===== config.mk =====
export PLATFORM = sky130hd
export DESIGN_NAME = agc_gain_controller
export DESIGN_NICKNAME = d
export VERILOG_FILES = /design/src/rtl/agc_pkg.sv /design/src/rtl/agc_power_meter.sv /design/src/rtl/agc_gain_controller.sv
export SDC_FILE = /design/constraint.sdc
export NUM_CORES = 1
export LEC_CHECK = 0
export ABC_AREA = 1
export BUFFER_PORTS_ARGS = -buffer_cell sky130_fd_sc_hd__buf_2
export CAP_MARGIN = 15
export CORE_UTILIZATION = 40
export CTS_BUF_LIST = sky130_fd_sc_hd__clkbuf_8
export CTS_CLUSTER_DIAMETER = 120
export DETAILED_ROUTE_END_ITERATION = 8
export GPL_ROUTABILITY_DRIVEN = 0
export GPL_TIMING_DRIVEN = 0
export PLACE_DENSITY = 0.65
export SETUP_SLACK_MARGIN = 0.3
export SLEW_MARGIN = 25
export SYNTH_ARGS = -nofsm -noshare
export SYNTH_HDL_FRONTEND = slang
export SYNTH_SLANG_ARGS = --single-unit

===== constraint.sdc =====
create_clock -name clk -period 2.3 [get_ports clk]
set_input_delay 0.115 -clock clk [delete_from_list [all_inputs] [get_ports clk]]
set_output_delay 0.115 -clock clk [all_outputs]
set_load 0.03 [all_outputs]

===== src/rtl/agc_pkg.sv =====
`timescale 1ns/1ps
// Shared AGC definitions: gain index width/range and controller FSM encoding.
// The mapping stage imports the same gain constants.
package agc_pkg;

    localparam int AGC_GAIN_W   = 6;
    localparam int AGC_GAIN_MAX = 38;

    typedef logic [AGC_GAIN_W-1:0] agc_gain_t;

    localparam int AGC_STATE_W = 2;
    typedef logic [AGC_STATE_W-1:0] agc_state_t;

    localparam agc_state_t AGC_ST_MEASURE = 2'd0;
    localparam agc_state_t AGC_ST_DECIDE  = 2'd1;
    localparam agc_state_t AGC_ST_SETTLE  = 2'd2;

endpackage


===== src/rtl/agc_power_meter.sv =====
`timescale 1ns/1ps
// Window power meter: |sample| accumulation, clip counting and window framing.
// Accepted magnitudes pass through one capture register before they are summed,
// so window_done rises one cycle before the final sum is ready. The
// controller's MEASURE->DECIDE transition absorbs that cycle.
module agc_power_meter #(
    parameter int SAMPLE_W = 8,
    parameter int WIN_LOG2 = 5,
    parameter int CLIP_MAG = 120
) (
    input  logic                clk,
    input  logic                resetn,
    input  logic                i_enable,
    input  logic                i_clear,
    input  logic                i_sample_valid,
    input  logic [SAMPLE_W-1:0] i_sample,
    output logic [SAMPLE_W-1:0] o_mean,
    output logic [WIN_LOG2:0]   o_clips,
    output logic                o_window_done
);

    localparam int                  ACC_W       = SAMPLE_W + WIN_LOG2;
    localparam logic [SAMPLE_W-1:0] LP_CLIP_MAG = SAMPLE_W'(CLIP_MAG);

    logic [SAMPLE_W-1:0] w_abs;
    logic                w_accept;

    logic [SAMPLE_W-1:0] r_abs;
    logic                r_abs_vld;
    logic [WIN_LOG2-1:0] r_count;
    logic                r_last;
    logic [ACC_W-1:0]    r_acc;
    logic [WIN_LOG2:0]   r_clips;

    // Unsigned magnitude; the most negative code maps to 2**(SAMPLE_W-1) without saturation.
    assign w_abs    = i_sample[SAMPLE_W-1] ? (~i_sample + 1'b1) : i_sample;
    // Once the last sample of a window is taken, nothing more is accepted until cleared.
    assign w_accept = i_enable & i_sample_valid & ~r_last;

    // Capture accepted magnitudes and track the position within the window.
    // NOTE: registers use non-blocking assignment so every flop samples pre-edge values.
    always_ff @(posedge clk or negedge resetn) begin
        if (!resetn) begin
            r_abs     <= '0;
            r_abs_vld <= 1'b0;
            r_count   <= '0;
            r_last    <= 1'b0;
        end else if (i_clear) begin
            r_abs     <= '0;
            r_abs_vld <= 1'b0;
            r_count   <= '0;
            r_last    <= 1'b0;
        end else begin
            r_abs_vld <= w_accept;
            if (w_accept) begin
                r_abs   <= w_abs;
                r_count <= r_count + 1'b1;
                if (&r_count) begin
                    r_last <= 1'b1;
                end
            end
        end
    end

    // Sum captured magnitudes and count clipping samples.
    always_ff @(posedge clk or negedge resetn) begin
        if (!resetn) begin
            r_acc   <= '0;
            r_clips <= '0;
        end else if (i_clear) begin
            r_acc   <= '0;
            r_clips <= '0;
        end else if (r_abs_vld) begin
            r_acc <= r_acc + ACC_W'(r_abs);
            if (r_abs >= LP_CLIP_MAG) begin
                r_clips <= r_clips + 1'b1;
            end
        end
    end

    assign o_mean        = r_acc[ACC_W-1:WIN_LOG2];
    assign o_clips       = r_clips;
    assign o_window_done = r_last;

endmodule


===== src/rtl/agc_gain_controller.sv =====
`timescale 1ns/1ps
// Closed-loop AGC controller: per-window gain decision, settle wait and lock tracking.
// Measurement is delegated to agc_power_meter.
module agc_gain_controller
    import agc_pkg::*;
#(
    parameter int SAMPLE_W      = 8,
    parameter int WIN_LOG2      = 5,
    parameter int GAIN_MAX      = AGC_GAIN_MAX,
    parameter int GAIN_INIT     = 38,
    parameter int SETTLE_CYCLES = 16,
    parameter int CLIP_MAG      = 120,
    parameter int CLIP_LIMIT    = 4,
    parameter int STEP_COARSE   = 4,
    parameter int LOCK_WINDOWS  = 4
) (
    input  logic                  clk,
    input  logic                  resetn,
    input  logic                  sample_valid,
    input  logic [SAMPLE_W-1:0]   sample,
    input  logic [SAMPLE_W-1:0]   thresh_hi,
    input  logic [SAMPLE_W-1:0]   thresh_lo,
    input  logic                  freeze,
    output logic [AGC_GAIN_W-1:0] gain_array,
    output logic                  gain_update,
    output logic                  locked
);

    localparam int         LOCK_W    = $clog2(LOCK_WINDOWS + 1);
    localparam int         CLIP_W    = WIN_LOG2 + 1;
    localparam agc_gain_t  LP_GMAX   = AGC_GAIN_W'(GAIN_MAX);
    localparam agc_gain_t  LP_GINIT  = AGC_GAIN_W'(GAIN_INIT);
    localparam agc_gain_t  LP_STEP   = AGC_GAIN_W'(STEP_COARSE);
    localparam logic [CLIP_W-1:0] LP_CLIP_LIMIT = CLIP_W'(CLIP_LIMIT);
    localparam logic [LOCK_W-1:0] LP_LOCK       = LOCK_W'(LOCK_WINDOWS);
    localparam logic [7:0]        LP_SETTLE_END = 8'(SETTLE_CYCLES - 1);

    agc_state_t        r_state;
    agc_gain_t         r_gain;
    logic              r_update;
    logic              r_locked;
    logic [LOCK_W-1:0] r_lock_cnt;
    logic [7:0]        r_settle_cnt;

    logic [SAMPLE_W-1:0] w_mean;
    logic [CLIP_W-1:0]   w_clips;
    logic                w_window_done;
    agc_gain_t           w_req_gain;
    logic                w_in_band;
    logic                w_saturated;
    logic                w_change;
    logic [LOCK_W-1:0]   w_lock_next;

    agc_power_meter #(
        .SAMPLE_W (SAMPLE_W),
        .WIN_LOG2 (WIN_LOG2),
        .CLIP_MAG (CLIP_MAG)
    ) u_meter (
        .clk            (clk),
        .resetn         (resetn),
        .i_enable       (r_state == AGC_ST_MEASURE),
        .i_clear        (r_state == AGC_ST_DECIDE),
        .i_sample_valid (sample_valid),
        .i_sample       (sample),
        .o_mean         (w_mean),
        .o_clips        (w_clips),
        .o_window_done  (w_window_done)
    );

    // Gain request from the finished window, in priority order; a request that
    // cannot move the gain because it is already at a rail is flagged as saturated.
    // NOTE: every signal gets a default before the branches so no latch is inferred.
    always_comb begin
        w_req_gain  = r_gain;
        w_in_band   = 1'b0;
        w_saturated = 1'b0;
        if (!freeze) begin
            if (w_clips >= LP_CLIP_LIMIT) begin
                w_req_gain  = (r_gain > LP_STEP) ? (r_gain - LP_STEP) : '0;
                w_saturated = (r_gain == '0);
            end else if (w_mean > thresh_hi) begin
                if (r_gain == '0) w_saturated = 1'b1;
                else              w_req_gain  = r_gain - 1'b1;
            end else if (w_mean < thresh_lo) begin
                if (r_gain >= LP_GMAX) w_saturated = 1'b1;
                else                   w_req_gain  = r_gain + 1'b1;
            end else begin
                w_in_band = 1'b1;
            end
        end
    end

    assign w_change    = (w_req_gain != r_gain);
    assign w_lock_next = (r_lock_cnt < LP_LOCK) ? (r_lock_cnt + 1'b1) : r_lock_cnt;

    // Controller FSM: wait for a window, apply the decision, then sit out VGA settling.
    always_ff @(posedge clk or negedge resetn) begin
        if (!resetn) begin
            r_state      <= AGC_ST_MEASURE;
            r_gain       <= LP_GINIT;
            r_update     <= 1'b0;
            r_locked     <= 1'b0;
            r_lock_cnt   <= '0;
            r_settle_cnt <= '0;
        end else begin
            r_update <= 1'b0;
            case (r_state)
                AGC_ST_MEASURE: begin
                    if (w_window_done) begin
                        r_state <= AGC_ST_DECIDE;
                    end
                end
                AGC_ST_DECIDE: begin
                    if (w_change) begin
                        r_gain       <= w_req_gain;
                        r_update     <= 1'b1;
                        r_locked     <= 1'b0;
                        r_lock_cnt   <= '0;
                        r_settle_cnt <= LP_SETTLE_END;
                        r_state      <= AGC_ST_SETTLE;
                    end else begin
                        r_state <= AGC_ST_MEASURE;
                        if (w_saturated) begin
                            r_locked   <= 1'b0;
                            r_lock_cnt <= '0;
                        end else if (w_in_band) begin
                            r_lock_cnt <= w_lock_next;
                            if (w_lock_next == LP_LOCK) begin
                                r_locked <= 1'b1;
                            end
                        end
                    end
                end
                AGC_ST_SETTLE: begin
                    if (r_settle_cnt == 8'd0) begin
                        r_state <= AGC_ST_MEASURE;
                    end else begin
                        r_settle_cnt <= r_settle_cnt - 1'b1;
                    end
                end
                default: begin
                    r_state <= AGC_ST_MEASURE;
                end
            endcase
        end
    end

    assign gain_array  = r_gain;
    assign gain_update = r_update;
    assign locked      = r_locked;

endmodule


==> impl.org <==
** Yosys
- In the synthesized netlist, the number of instances is 534.
- Number of flip-flops and latches in the synthesized netlist :: 55
- Of the synthesized area, sequential elements account for 0.347.
- Primary FF master, synth :: dfrtp_1
- The Yosys step of the flow raised 0 warnings.
- Syn_nets :: 600
- In this run the cell area of the synthesized design comes to between 3000 and 4000 sq um.
- In this run, distinct cell masters in the synthesized netlist total 43.
- Count of flip-flops with a built-in enable after synthesis :: 0
- Of all flip-flops after synthesis, the portion carrying an async set or reset was 1.00.
- Avg Synthesized Cell Area :: roughly 7.5 sq um

** Flow run
- Max capacitance violation total :: 0

** Global route
- Number of antenna violations at the first check in global routing :: 0
- For this run the aggregate overflow at the end of global routing stands at 0.
- Entering global routing, the biggest net connects 56 pins.
- Total Routing Usage GR :: 0.185
- Vias in the first global route :: 3550
- The first global-routing pass estimated ~15000 um of wire.

** Finish
- Final Core Density :: 0.530
- Summing all flip-flop and latch instances after layout gives 1390 sq um.
- Final design area excluding fillers :: around 5100 sq um
- Area of the multi-input gates :: approximately 2700 sq um
- Synth-to-Final Area Change :: 29.1%
- Final layout net count :: 670
- # fillers :: between 800 and 900
- In the final layout, the share of cells above drive strength 1 is 0.301.
- The repair_antennas step left the layout with diodes totalling 0.

** Worst setup path
- In this design, the largest share of critical-path delay is due to simple AND/OR/NAND/NOR gates.
- WS Path Type :: reg2reg
- Maximum fanout encountered on the critical timing path :: 6
- Startpoint of the worst-slack reg-to-reg timing path :: u_meter.r_acc[10]$_DFFE_PN0P_
- The slowest stage of the critical path belongs to the cell dfrtp_2.
- STA classifies the critical path endpoint as a flop.
- Delay of the slowest critical-path stage :: approximately 0.46 ns
- Worst path buffer plus inverter count :: 1
- Arrival time at the worst endpoint :: about 2.8 ns
- CP Cell Sequence :: ha_4 -> a21oi_1 -> nor2_2 -> nor2_2 -> nand2_4 -> nand2_8 -> nand4_1 -> a31oi_2 -> nand2_1 -> nand3_2 -> nor2_4 -> nor2_4 -> buf_12 -> nor2_8 -> nand2_2 -> nand2_2
- Critical Path RT :: 2.51 ns
- Worst r2r dst :: r_settle_cnt[5]$_DFFE_PN0P_
- Counting cells, the worst reg-to-reg path comes to 16.
- Critical path startpoint category :: flop
- Reg2Reg Setup Slack :: -0.31 ns
- Number of gates on the worst path with buffers counted :: 16

** Floorplan
- The die covers between 10000 and 15000 sq um.
- Number of core rows :: 36
- Die Ht :: between 100 and 150 um
- The floorplan step set the die width to ~100 um.
- Initial Utilization :: 0.411
- Core outline area :: slightly below 10000 sq um
- Count of pins on the block boundary :: 36

** STA
- The final number of max-transition violations came to 0.
- Setup violations remaining at the end of the flow were counted as 20.
- The smallest clock period supported by the final layout is computed as approximately 2.6 ns.
- Post-route fraction of the period consumed by the critical path :: 1.14
- On the final layout, the worst hold slack is about 0.096 ns.
- Peak clock frequency supported by timing :: ~380 MHz
- Setup repair after global routing could not meet its margin everywhere.
- Minimum setup slack in the final design :: -0.313 ns
- At the pin with the least slew margin, the transition time is between 0.7 and 0.8 ns.
- Number of failing hold endpoints at the final stage :: 0
- Headroom to the max-slew limit came out at 0.517.
- Across the routed clock network, the largest skew measured is between 0.01 and 0.015 ns.

** Clocking
- CTS HTree Levels :: 2
- Clock latency on the worst-skew pair :: roughly 0.32 ns
- TritonCTS built the clock tree.
- Total clock buffers created by CTS :: 5
- For this design, the sink count on the clock tree is 55.
- CTS Root Buffer Type :: clkbuf_8
- Buffer levels on the longest clock path :: 2
- After clock tree synthesis, the clock-pin slew on the worst setup and hold paths is around 0.1 ns.

** Pwr
- Cell Pwr Density :: 947 nW/um^2
- Total power for the finished layout comes to slightly below 5 mW.
- VDD sags by at most between 0.4 and 0.5 mV.
- The analysis attributes to cell leakage a power of 2.47 nW.

** Worst hold path
- In this run the most critical hold path is launched from sample[0].
- Instance count along the most critical hold path :: 3
- For hold timing, the worst endpoint is u_meter.r_abs[0]$_DFFE_PN0P_.
- The min-delay analysis places its worst path in the category in2reg.

** Placement
- Buffers on Ports :: 34
- In this run the cell area measured after placement is roughly 4400 sq um.
- Summed over all nets, the half-perimeter wirelength after detailed placement is approximately 6400 um.

** Detailed routing
- The detailed router finished its first iteration with approximately 130 violations.
- In the final routed layout, each cell accounts on average for about 13 um.
- Drt drc :: 1
- Vias :: roughly 3800
- Using the TritonRoute via totals, the vias-per-cell ratio works out to approximately 5.1.
- Once detail routing completed, the nets flagged for antenna violations numbered 0.
- Summed over all layers, the routed wires come to 9710 um.
- Drt pass-1 iters :: 7

** Outcome
- Run status :: finished with violations
- Violations in the final reports :: DRC, setup timing
[routing by layer]
layer,GRT usage,routed length [um],up-vias
li1,-,-,1908
met2,0.330,4880,80
met3,0.0276,318,14
met4,0.0702,205,0
met5,0,0,-
met1,0.223,4310,1763
[cell families after synthesis]
family,Yosys count,share of synthesized area
DFF,55,0.347
adders and majority gates,38,0.121
xor gates and xnor gates,9,0.0198
AOI/OAI and AO/OA,111,0.158
muxes,1,0.00283
buffers and inverters,93,0.0909
and+or+nand+nor,227,0.260
[cell usage in the layout (no fill, tap or decap), types with 3 or more instances in the layout]
cell and n:
nand2_1 96, inv_1 78, dfrtp_1 45, buf_2 34, nor2_1 33, o21ai_0 31, a21oi_1 25, buf_4 24
ha_1 21, nand2_2 20, nand3_1 20, o21ai_1 17, ha_4 14, nand4_1 11, nand3_2 10, inv_2 9
nor2_2 8, nor2_4 7, nor3_1 7, dfrtp_2 7, a22o_1 6, xor2_1 6, nand2_4 5, a21oi_2 5
o21ai_2 5, clkbuf_8 5, buf_6 4, clkbuf_1 3, o22ai_1 3, xnor2_1 3, or2_2 3, dfstp_2 3
[worst reg2reg max path: stages (launching register included)]
cell and delay, ns:
dfrtp_2 0.46, ha_4 0.25, a21oi_1 0.17, nor2_2 0.06
nor2_2 0.16, nand2_4 0.10, nand2_8 0.10, nand4_1 0.12
a31oi_2 0.27, nand2_1 0.11, nand3_2 0.10, nor2_4 0.06
nor2_4 0.18, buf_12 0.16, nor2_8 0.06, nand2_2 0.10
nand2_2 0.05
[synthesized netlist by cell type (all sizes together) (2+ instances only)]
| cell type | n | area (sq um) |
|---|---|---|
| a22oi | 2 | 15.0 |
| a32o | 2 | 20.0 |
| buf | 3 | 23.8 |
| dfstp | 3 | 78.8 |
| a21oi | 31 | 155 |
| nor4 | 2 | 12.5 |
| clkbuf | 3 | 11.3 |
| nand3 | 31 | 185 |
| a22o | 6 | 52.6 |
| nand4 | 11 | 68.8 |
| dfrtp | 52 | 1300 |
| o31ai | 2 | 15.0 |
| or2 | 3 | 18.8 |
| nor2 | 48 | 214 |
| o21ai | 53 | 265 |
| xnor2 | 3 | 26.3 |
| nand2 | 122 | 465 |
| nand3b | 3 | 35.0 |
| o22ai | 3 | 18.8 |
| nor3 | 7 | 35.0 |
| o221ai | 2 | 17.5 |
| a31oi | 5 | 31.3 |
| xor2 | 6 | 52.6 |
| ha | 37 | 463 |
| inv | 86 | 323 |
[registers in the layout, indices dropped and copies added (netlist names)]
signal and count:
u_meter.r_acc 13, r_settle_cnt 8, u_meter.r_abs 8, gain_array 6
u_meter.o_clips 6, u_meter.r_count 5, r_lock_cnt 3, r_state 2
gain_update 1, locked 1, u_meter.o_window_done 1, u_meter.r_abs_vld 1
[through the flow]
stage | setup TNS (ns) | std cells | setup WS [ns]
after detailed placement | -6.64 | 701 | -0.429
after floorplan | 0 | 534 | 0.0327
after CTS | -2.98 | 723 | -0.225
after global placement | -5.56 | 701 | -0.362
after global routing | -7.14 | 738 | -0.431
final | -4.32 | 738 | -0.313
[where the power goes]
part           total, mW  switching [mW]  internal (mW)
logic               2.73            1.55           1.18
clock network      0.528           0.323          0.205
registers           1.60           0.320           1.28
total               4.86            2.20           2.66
[worst max-delay path by stage]
stage,startpoint,endpoint
6_report,u_meter.r_acc[10]$_DFFE_PN0P_,r_settle_cnt[5]$_DFFE_PN0P_
5_1_grt,u_meter.r_acc[11]$_DFFE_PN0P_,r_settle_cnt[5]$_DFFE_PN0P_
4_1_cts,u_meter.r_acc[11]$_DFFE_PN0P_,r_settle_cnt[0]$_DFFE_PN0P_
3_5_place_dp,u_meter.r_acc[11]$_DFFE_PN0P_,r_settle_cnt[5]$_DFFE_PN0P_
3_3_place_gp,u_meter.r_acc[11]$_DFFE_PN0P_,r_settle_cnt[6]$_DFFE_PN0P_
2_1_floorplan,gain_array[1]$_DFFE_PN1P_,r_settle_cnt[5]$_DFFE_PN0P_
[cell type report]
cell class / instances / area share
inverter: 87 / 0.0646
buffer: 6 / 0.00926
tap: 133 / 0.0324
sequential: 55 / 0.270
clock buffer: 5 / 0.0134
multi-input combinational: 387 / 0.527
timing repair buffer: 62 / 0.0806
clock inverter: 3 / 0.00219
[what timing repair did]
| action | in CTS | in global routing |
|---|---|---|
| hold buffers | 1 | 0 |
| buffers inserted | 12 | 14 |
| hold endpoints to repair | 52 | 0 |
| resized for setup | 29 | 74 |
| endpoints found under the setup margin | 26 | 28 |
| cloned | 1 | 1 |
| pin swaps | 11 | 40 |
Power figures use the tool's default switching activity.
